--- src/rtl/riscv_multicycle.sv ---
// riscv_multicycle: multicycle RV32I/RV32E core sharing one handshaked memory port.
// Define RISCV_MULTICYCLE_PERF_EN to add the CycleCnt/InstRetCnt counters.
module riscv_multicycle #(
  parameter logic [31:0] RESET_PC = 32'h0000_0000,
  parameter int          NREGS    = 32
) (
  input  logic        clk,
  input  logic        reset,
  output logic        MemReq,
  input  logic        MemReady,
  output logic        MemWrite,
  output logic [31:0] Adr,
  output logic [31:0] WriteData,
  input  logic [31:0] ReadData,
  output logic [31:0] PC,
  output logic        Halted
`ifdef RISCV_MULTICYCLE_PERF_EN
  ,
  output logic [31:0] CycleCnt,
  output logic [31:0] InstRetCnt
`endif
);

  // state    | meaning
  // FETCH    | request instruction at PC, wait for MemReady
  // DECODE   | read rs1/rs2, precompute branch target
  // MEMADR   | effective address for lw/sw
  // MEMRD    | load request, wait for MemReady
  // MEMWB    | write loaded word to rd
  // MEMWR    | store request, wait for MemReady
  // EXECR    | register-register ALU op
  // EXECI    | register-immediate ALU op
  // ALUWB    | write ALUOut to rd
  // BRANCH   | resolve beq/bne
  // JAL      | jump, link value into ALUOut
  // JALR     | register jump, link value into ALUOut
  // LUI      | upper immediate into ALUOut
  // TRAP     | halted on illegal instruction until reset
  typedef enum logic [3:0] {
    S_FETCH, S_DECODE, S_MEMADR, S_MEMRD, S_MEMWB, S_MEMWR, S_EXECR,
    S_EXECI, S_ALUWB, S_BRANCH, S_JAL, S_JALR, S_LUI, S_TRAP
  } state_t;

  localparam int AW = $clog2(NREGS);

  state_t      state_q, state_d, dec_state;
  logic [31:0] pc_q, pc_d, old_pc_q, old_pc_d, ir_q, ir_d;
  logic [31:0] a_q, a_d, b_q, b_d, alu_out_q, alu_out_d, data_q, data_d;
  logic [31:0] adr_q, adr_d, wdata_q, wdata_d, pc_out_q, pc_out_d;
  logic        mem_req_q, mem_req_d, mem_write_q, mem_write_d, halted_q, halted_d;
  logic [31:0] rf_q [NREGS];
  logic        rf_we;
  logic [31:0] rf_wd;
  logic        use_rd, use_rs1, use_rs2;

  logic [6:0]  opcode, f7;
  logic [4:0]  rd, rs1, rs2;
  logic [2:0]  f3;
  logic [31:0] imm_i, imm_s, imm_b, imm_j, imm_u, rs1_val, rs2_val, diff;

  assign opcode  = ir_q[6:0];
  assign rd      = ir_q[11:7];
  assign f3      = ir_q[14:12];
  assign rs1     = ir_q[19:15];
  assign rs2     = ir_q[24:20];
  assign f7      = ir_q[31:25];
  assign imm_i   = {{20{ir_q[31]}}, ir_q[31:20]};
  assign imm_s   = {{20{ir_q[31]}}, ir_q[31:25], ir_q[11:7]};
  assign imm_b   = {{19{ir_q[31]}}, ir_q[31], ir_q[7], ir_q[30:25], ir_q[11:8], 1'b0};
  assign imm_j   = {{11{ir_q[31]}}, ir_q[31], ir_q[19:12], ir_q[20], ir_q[30:21], 1'b0};
  assign imm_u   = {ir_q[31:12], 12'b0};
  assign rs1_val = (rs1 == 5'd0) ? 32'd0 : rf_q[rs1[AW-1:0]];
  assign rs2_val = (rs2 == 5'd0) ? 32'd0 : rf_q[rs2[AW-1:0]];
  assign diff    = a_q - b_q;

  function automatic logic [31:0] alu(input logic [31:0] x, input logic [31:0] y,
                                      input logic [2:0] op, input logic do_sub);
    case (op)
      3'b111:  alu = x & y;
      3'b110:  alu = x | y;
      3'b010:  alu = {31'b0, $signed(x) < $signed(y)};
      default: alu = do_sub ? x - y : x + y;
    endcase
  endfunction

  always_comb begin
    dec_state = S_TRAP;
    use_rd    = 1'b0;
    use_rs1   = 1'b0;
    use_rs2   = 1'b0;
    case (opcode)
      7'b0000011: if (f3 == 3'b010) begin dec_state = S_MEMADR; use_rd = 1'b1; use_rs1 = 1'b1; end
      7'b0100011: if (f3 == 3'b010) begin dec_state = S_MEMADR; use_rs1 = 1'b1; use_rs2 = 1'b1; end
      7'b0110011:
        if ((f7 == 7'b0000000 && f3 inside {3'b000, 3'b111, 3'b110, 3'b010}) ||
            (f7 == 7'b0100000 && f3 == 3'b000)) begin
          dec_state = S_EXECR; use_rd = 1'b1; use_rs1 = 1'b1; use_rs2 = 1'b1;
        end
      7'b0010011:
        if (f3 inside {3'b000, 3'b111, 3'b110, 3'b010}) begin
          dec_state = S_EXECI; use_rd = 1'b1; use_rs1 = 1'b1;
        end
      7'b1100011: if (f3[2:1] == 2'b00) begin dec_state = S_BRANCH; use_rs1 = 1'b1; use_rs2 = 1'b1; end
      7'b1101111: begin dec_state = S_JAL; use_rd = 1'b1; end
      7'b1100111: if (f3 == 3'b000) begin dec_state = S_JALR; use_rd = 1'b1; use_rs1 = 1'b1; end
      7'b0110111: begin dec_state = S_LUI; use_rd = 1'b1; end
      default: ;
    endcase
    // RV32E: any referenced register above x15 is illegal
    if (NREGS < 32 && ((use_rd && rd[4]) || (use_rs1 && rs1[4]) || (use_rs2 && rs2[4])))
      dec_state = S_TRAP;
  end

  always_comb begin
    state_d   = state_q;
    pc_d      = pc_q;
    old_pc_d  = old_pc_q;
    ir_d      = ir_q;
    a_d       = a_q;
    b_d       = b_q;
    alu_out_d = alu_out_q;
    data_d    = data_q;
    rf_we     = 1'b0;
    rf_wd     = alu_out_q;
    case (state_q)
      S_FETCH: if (MemReady) begin
        ir_d = ReadData; old_pc_d = pc_q; pc_d = pc_q + 32'd4; state_d = S_DECODE;
      end
      S_DECODE: begin
        a_d = rs1_val; b_d = rs2_val; alu_out_d = old_pc_q + imm_b; state_d = dec_state;
      end
      S_MEMADR: begin
        alu_out_d = a_q + (opcode[5] ? imm_s : imm_i);
        state_d   = opcode[5] ? S_MEMWR : S_MEMRD;
      end
      S_MEMRD: if (MemReady) begin data_d = ReadData; state_d = S_MEMWB; end
      S_MEMWB: begin rf_we = 1'b1; rf_wd = data_q; state_d = S_FETCH; end
      S_MEMWR: if (MemReady) state_d = S_FETCH;
      S_EXECR: begin alu_out_d = alu(a_q, b_q, f3, f7[5]); state_d = S_ALUWB; end
      S_EXECI: begin alu_out_d = alu(a_q, imm_i, f3, 1'b0); state_d = S_ALUWB; end
      S_ALUWB: begin rf_we = 1'b1; state_d = S_FETCH; end
      S_BRANCH: begin
        if ((diff == 32'd0) ^ f3[0]) pc_d = alu_out_q;
        state_d = S_FETCH;
      end
      S_JAL: begin pc_d = old_pc_q + imm_j; alu_out_d = old_pc_q + 32'd4; state_d = S_ALUWB; end
      S_JALR: begin
        pc_d = (a_q + imm_i) & ~32'd1; alu_out_d = old_pc_q + 32'd4; state_d = S_ALUWB;
      end
      S_LUI: begin alu_out_d = imm_u; state_d = S_ALUWB; end
      S_TRAP: ;
      default: state_d = S_TRAP;
    endcase
    // outputs are registered from the next state so they are glitch-free and held during waits
    mem_req_d   = state_d inside {S_FETCH, S_MEMRD, S_MEMWR};
    mem_write_d = (state_d == S_MEMWR);
    adr_d       = ((state_d == S_FETCH) ? pc_d : alu_out_d) & ~32'd3;
    wdata_d     = (state_d == S_MEMWR) ? b_d : wdata_q;
    halted_d    = (state_d == S_TRAP);
    pc_out_d    = (state_d == S_FETCH) ? pc_d : old_pc_d;
  end

  always_ff @(posedge clk) begin
    if (reset) begin
      state_q     <= S_FETCH;
      pc_q        <= RESET_PC;
      old_pc_q    <= '0;
      ir_q        <= '0;
      a_q         <= '0;
      b_q         <= '0;
      alu_out_q   <= '0;
      data_q      <= '0;
      mem_req_q   <= 1'b1;
      mem_write_q <= 1'b0;
      adr_q       <= RESET_PC & ~32'd3;
      wdata_q     <= '0;
      halted_q    <= 1'b0;
      pc_out_q    <= RESET_PC;
      for (int i = 0; i < NREGS; i++) rf_q[i] <= '0;
    end else begin
      state_q     <= state_d;
      pc_q        <= pc_d;
      old_pc_q    <= old_pc_d;
      ir_q        <= ir_d;
      a_q         <= a_d;
      b_q         <= b_d;
      alu_out_q   <= alu_out_d;
      data_q      <= data_d;
      mem_req_q   <= mem_req_d;
      mem_write_q <= mem_write_d;
      adr_q       <= adr_d;
      wdata_q     <= wdata_d;
      halted_q    <= halted_d;
      pc_out_q    <= pc_out_d;
      if (rf_we && rd != 5'd0) rf_q[rd[AW-1:0]] <= rf_wd;
    end
  end

  assign MemReq    = mem_req_q;
  assign MemWrite  = mem_write_q;
  assign Adr       = adr_q;
  assign WriteData = wdata_q;
  assign Halted    = halted_q;
  assign PC        = pc_out_q;

`ifdef RISCV_MULTICYCLE_PERF_EN
  logic [31:0] cycle_cnt_q, cycle_cnt_d, inst_ret_q, inst_ret_d;
  assign cycle_cnt_d = cycle_cnt_q + 32'd1;
  assign inst_ret_d  = inst_ret_q + {31'b0, (state_q != S_FETCH && state_d == S_FETCH)};

  always_ff @(posedge clk) begin
    if (reset) begin
      cycle_cnt_q <= '0;
      inst_ret_q  <= '0;
    end else begin
      cycle_cnt_q <= cycle_cnt_d;
      inst_ret_q  <= inst_ret_d;
    end
  end

  assign CycleCnt   = cycle_cnt_q;
  assign InstRetCnt = inst_ret_q;
`endif

endmodule

--- config.mk ---
export PLATFORM = sky130hd
export DESIGN_NAME = riscv_multicycle
export DESIGN_NICKNAME = d
export VERILOG_FILES = /design/src/rtl/riscv_multicycle.sv
export SDC_FILE = /design/constraint.sdc
export NUM_CORES = 2
export LEC_CHECK = 0
export ABC_CLOCK_PERIOD_IN_PS = 5830
export CORE_MARGIN = 2
export CORE_UTILIZATION = 40
export CTS_CLUSTER_DIAMETER = 60
export DETAILED_ROUTE_END_ITERATION = 6
export GPL_TIMING_DRIVEN = 0
export SYNTH_ARGS = -nofsm -noshare
export SYNTH_HDL_FRONTEND = slang
export SYNTH_SLANG_ARGS = --single-unit
--- constraint.sdc ---
create_clock -name clk -period 5.83 [get_ports clk]
set_input_delay 0.583 -clock clk [delete_from_list [all_inputs] [get_ports clk]]
set_output_delay 0.583 -clock clk [all_outputs]
set_load 0.05 [all_outputs]
== After elaboration in Yosys (flattened, before gate mapping) ==
Memories as Yosys holds them, arrays and structs flattened. A register that Yosys moved wholly into a read port is not among the register bits.
Cells that the tools add are included.
Operators by class
  reductions and logical operators: 23
  $lt $le $gt $ge: 2
  multiplexer cells: 40
  $add $sub $neg: 8
  bitwise operators: 5
  equality and inequality tests: 28
  shifts and indexed selects: 0
  multiply operators: 0
  div/mod/pow operators: 0
Operators by type and width (number)
  $mux 32: 12
  $pmux 32 s3: 2
  $pmux 32 s6: 1
  $add 32x32->32: 5
  $pmux 32 s4: 1
  $add 32x3->32 const B: 2
  $and 32x32->32: 2
  $or 32x32->32: 2
  $logic_not 32->1: 1
  $lt 32x12->1: 1
  $lt 32x32->1: 1
  $pmux 4 s8: 1
  $reduce_or 32->1: 1
  $sub 32x32->32: 1
  $mux 5: 6
  $eq 4x4->1 const B: 7
  $eq 7x6->1 const B: 4
  $pmux 4 s7: 1
  $mux 4: 6
  $eq 7x7->1 const B: 3
  $eq 4x3->1 const B: 5
  $eq 4x2->1 const B: 3
  $logic_not 5->1: 2
  $mux 3: 3
  20 further kinds: 33
Word-level totals
  bits in registers: 327
  bits in writable memories: 1024
  memory bits (read-only): 0
  memories: 1
  input bits: 35
  latch bits: 0
Memories
  rf_q: depth 32, bits a word 32, rd ports 2, clocked after Yosys merged registers in 2, write ports 32, RTL line 51  | logic [31:0] rf_q [NREGS];

== Longest topological paths before layout ==
  word-level depth: 9
  depth in mapped cells: 19

== Least setup slack after synthesis ==
OpenSTA, ideal clock, no wires.
  kind: reg2reg
  start: register ir_q[31]
  end: register pc_out_q[31], in the netlist PC[31]
  cell stages (with the launch flop): 16
  arrival time: 5.130 ns
  slack: 0.586 ns
  path buffers: 1
  period minus slack after synthesis: 5.244 ns
  cells stage by stage: dfxtp_1 > inv_1 > ha_1 > clkbuf_1 > a21oi_1 > o21ai_0 > a21oi_1 > o21bai_1 > a221o_1 > a41o_1 > a221oi_1 > xnor2_1 > a221o_1 > a221oi_1 > a211oi_1 > a21o_1
On the way
  word-level cells in the longest chain between the ends: 8
  elaborated cells on any way between the ends: 13
Ends and longest elaborated chain
  from (decl): RTL line 47  | logic [31:0] pc_q, pc_d, old_pc_q, old_pc_d, ir_q, ir_d;
  from (signal assigned): RTL line 184  | ir_q <= ir_d;
  $eq 7x6->1 or $logic_not 7->1 (tied branches): RTL line 96, 95
  $logic_and 1x1->1 (on tied branches): RTL line 96, 95
  $logic_or 1x1->1: RTL line 95  | if ((f7 == 7'b0000000 && f3 inside {3'b000, 3'b111, 3'b110, 3'b010}) ||
  $mux 4: RTL line 95
  $pmux 4 s7: RTL line 91  | case (opcode)
  $pmux 4 s8: RTL line 125  | case (state_q)
  $logic_not 4->1: RTL line 160  | pc_out_d = (state_d == S_FETCH) ? pc_d : old_pc_d;
  $mux 32 *: RTL line 160
  to (signal assigned): RTL line 194  | pc_out_q <= pc_out_d;
  to (decl): RTL line 49  | logic [31:0] adr_q, adr_d, wdata_q, wdata_d, pc_out_q, pc_out_d;
Every way passes the cells marked *; elsewhere a longest branch is shown, timed or not.
A chain may end at the register's enable or synchronous reset.

== Final worst setup path ==
  start: register ir_q[30]
  end: register adr_q[17], in the netlist Adr[17]
On the way
  word-level cells in the longest chain between the ends: 8
  elaborated cells on any way between the ends: 19
Ends and longest elaborated chain
  parallel branches: the longest is 7 deep, another holds $add 32x32->32
  $mux 32 *: RTL line 157  | adr_d = ((state_d == S_FETCH) ? pc_d : alu_out_d) & ~32'd3;
  to (signal assigned): RTL line 175  | adr_q <= RESET_PC & ~32'd3;
  to (signal assigned): RTL line 191  | adr_q <= adr_d;
  to (decl): RTL line 49
Every way passes the cells marked *.

==> metrics.yaml <==
drc: 12
power_switching_share_pct: 33.9
instances_no_fill: 10005
startpoint_type: "register"
yosysTopAreaCellShare_pct: 39.3
die_w_um: 447
finalCritPeriodShare_pct: 103
yosysWarnings: 0
yosys.area.top_type: "edfxtp_1"
ant_nets: 0
violations: "design-rule violations, max-capacitance violations, max-slew violations, negative setup slack"
cts_buffer_depth: 3
fp.dieH_um: 447
power_density_nw_per_um2: 310
layout_setup_ws_ns: -0.155
ir_drop_mv: 0.263
pwr-share-clk_pct: 34.8
grt_max_degree: 43
clk_pin_slew_ns: 0.06
post_dp_cell_area_sq_um: 83900
netSwitchingPower_mw: 9.37
row_count: 162
ys.flop_type: "edfxtp_1"
required_ns: 6.51
syn2layout_area_growth_pct: 13.7
fin_worst_skew_ns: 0.0764
yosysMostFrequentCell: "nor2_1"
grt_pass1_vias: 63153
antenna_found_initial: 22
leakagePower_nw: 29.3
fin_nets: 7524
async_reset_ff_share_pct: 0
whs_ns: 0.384
htreeDepth: 4
core_sq_um: 195000
cp_max_fo: 11
design_area_sq_um: 89100
critPathTopFamily: "compound AO/OA/AOI/OAI gates"
io_buffers: 131
root_buffer: "clkbuf_16"
place_inst: 9709
finalMaxSlewViolations: 32
fmax_mhz: 167
critical_path_buf_inv_count: 5
grt-ovfl-total: 0
cts_buffers: 154
drive_above_1_share_pct: 13.9
synth_seq_cells: 1359
max_slew_margin_pct: -6.91
finalWirelength_um: 369000
post_synth.cell_area_avg_sq_um: 11.4
cts_tree: "done"
crit_type: "reg2reg"
via_per_inst: 6.55
pin_count: 134
fillers: 18055
synth.area.top_cells: "edfxtp_1 (39%), mux4_2 (18%), dfxtp_1 (8.6%)"
setup_viol: 8
first_pass_iters: 7
period_needed_ns: 5.98
hold_violations: 0
grt_use_total_pct: 36.6
drv_cap: 7
synth_edf_count: 1024
path_cells: "clkbuf_4 -> inv_1 -> clkbuf_1 -> clkbuf_2 -> ha_1 -> clkbuf_2 -> a21oi_1 -> o21ai_0 -> a21o_1 -> a21oi_1 -> xor2_1 -> o21ai_0 -> a21oi_1 -> o21ai_0 -> a21oi_1 -> nor2_1 -> nand2_1 -> o31ai_1"
syn_inst: 6880
grt_pass1_wl_um: 502000
cp_common_cell: "a21oi_1"
p_seq_share_pct: 40.9
synth_commonest_cells: "nor2_1 (1,417), edfxtp_1 (1,024), mux4_2 (640)"
synth_cell_types: 90
dp_hpwl_um: 283000
wl_per_cell_um: 36.9
worst_skew_pair.late_latency_ns: 0.84
min_path_type: "in2reg"
critPathArrivalTime_ns: 6.67
status: "finished with violations"
crit_slowest_cell: "dfxtp_1"
p_int_mw: 18.3
slowest_delay_ns: 0.63
initial_utilization_pct: 40.2
num_vias: 65490
endpoint_kind: "register"
cts_sinks: 1359
power_frac_comb_pct: 24.3
dieArea_sq_um: 199000
rsz0062_at_grt: "false"
syn_area_sq_um: 78300
worstMarginPinSlew_ns: 1.56
ys_seq_area_share_pct: 47.8
gp_congestion: 1.05
dr.first_iter.drc_count: 10094
[final cells by class]
| class | instances | area, sq um | share of cell area, % |
|---|---|---|---|
| repair buffers | 174 | 2120 | 2.38 |
| clock buffers | 209 | 4180 | 4.69 |
| inverters | 147 | 554 | 0.622 |
| plain buffers | 598 | 2300 | 2.59 |
| diodes | 13 | 32.5 | 0.0365 |
| clock inverters | 74 | 753 | 0.846 |
| multi-input cells | 4807 | 38400 | 43.1 |
| flip-flops and latches | 1359 | 37500 | 42.1 |
| well taps | 2624 | 3280 | 3.69 |
[power by group through the flow]
| stage | clock network [mW] | registers [mW] | logic, mW |
|---|---|---|---|
| after floorplan | 0 | 11.5 | 3.50 |
| after global placement | 0 | 11.5 | 6.33 |
| after detailed placement | 0 | 11.5 | 6.43 |
| after CTS | 9.59 | 11.3 | 6.46 |
| after global routing | 9.95 | 11.3 | 6.83 |
| final | 9.61 | 11.3 | 6.70 |
[per-layer routing]
layer,share of wire [%],global-route usage [%],vias up
met3,11,9.16,1286
met2,45,57.4,4855
met4,9.3,27.8,22
li1,-,-,26370
met1,35,43.2,32957
met5,0.070,0,-
[worst paths after layout]
kind | startpoint | to | slack, ns | cells after the start
min | ReadData[6] | ir_q[6] | 0.38 | 3
max reg2reg | ir_q[30] | Adr[17] | -0.15 | 18
min reg2reg | data_q[8] | data_q[8] | 0.46 | 2
max | ir_q[30] | Adr[17] | -0.15 | 18
[state kept, by name (all words and copies together), names as in the netlist, named ones only]
name,cells
a_q,32
old_pc_q,32
pc_q,32
PC,32
WriteData,32
MemReq,1
MemWrite,1
Halted,1
state_q,4
rf_q,1024
Adr,30
data_q,32
ir_q,32
b_q,32
alu_out_q,30
[metrics by stage]
stage	setup TNS [ns]	worst slack [ns]	util, %	total power, mW
finish	-0.624	-0.155	45.7	27.6
CTS	0	0.0482	45.7	27.3
global route	0	0.0289	45.7	28.1
global placement	-470.24	-3.11	42.6	17.8
detailed placement	-64.61	-1.24	43.1	17.9
floorplan	0	0.586	-	15.0
[placed cells by master (no fill, tap or decap), types with 38 or more instances in the layout]
master,Yosys,routed
a21o_1,63,63
a221oi_1,41,38
inv_1,145,144
a211oi_1,60,59
mux4_2,640,640
a21oi_1,435,435
clkdlybuf4s50_1,0,131
xnor2_1,119,118
edfxtp_1,1024,1024
o211ai_1,49,49
clkbuf_1,514,544
mux2i_1,128,122
o21bai_1,43,42
nor2_1,1417,1416
o21a_1,40,40
nand2_1,518,487
dfxtp_1,335,328
o21ai_0,256,255
nand3_1,92,92
ha_1,242,242
buf_1,77,72
clkbuf_16,0,155
xor2_1,64,62
[worst min-delay path, cell delays in order]
cell,delay [ns]
clkdlybuf4s50_1,0.44
nand2_1,0.07
a21oi_1,0.05
[what timing repair did]
| item | CTS | global route |
|---|---|---|
| gates resized for setup | 18 | 24 |
| setup buffers | 2 | 0 |
| hold buffers | 0 | 0 |
| pin swaps | 1 | 0 |
| endpoints found under the setup margin | 107 | 79 |
[cells by family (layout without fill, tap and decap cells)]
group / Yosys count / after routing / synth area share [%]
AO/OA/AOI/OAI: 1284 / 1284 / 10.4
AND/OR/NAND/NOR: 2281 / 2281 / 11.9
multiplexers: 776 / 776 / 20.2
XOR/XNOR: 183 / 183 / 2.05
flip-flops: 1359 / 1359 / 47.8
buffers and inverters: 747 / 1202 / 3.60
other: 1 / 47 / 0.00479
adder cells (fa/ha/maj): 249 / 249 / 4.03
(Power assumes the default switching activity.)
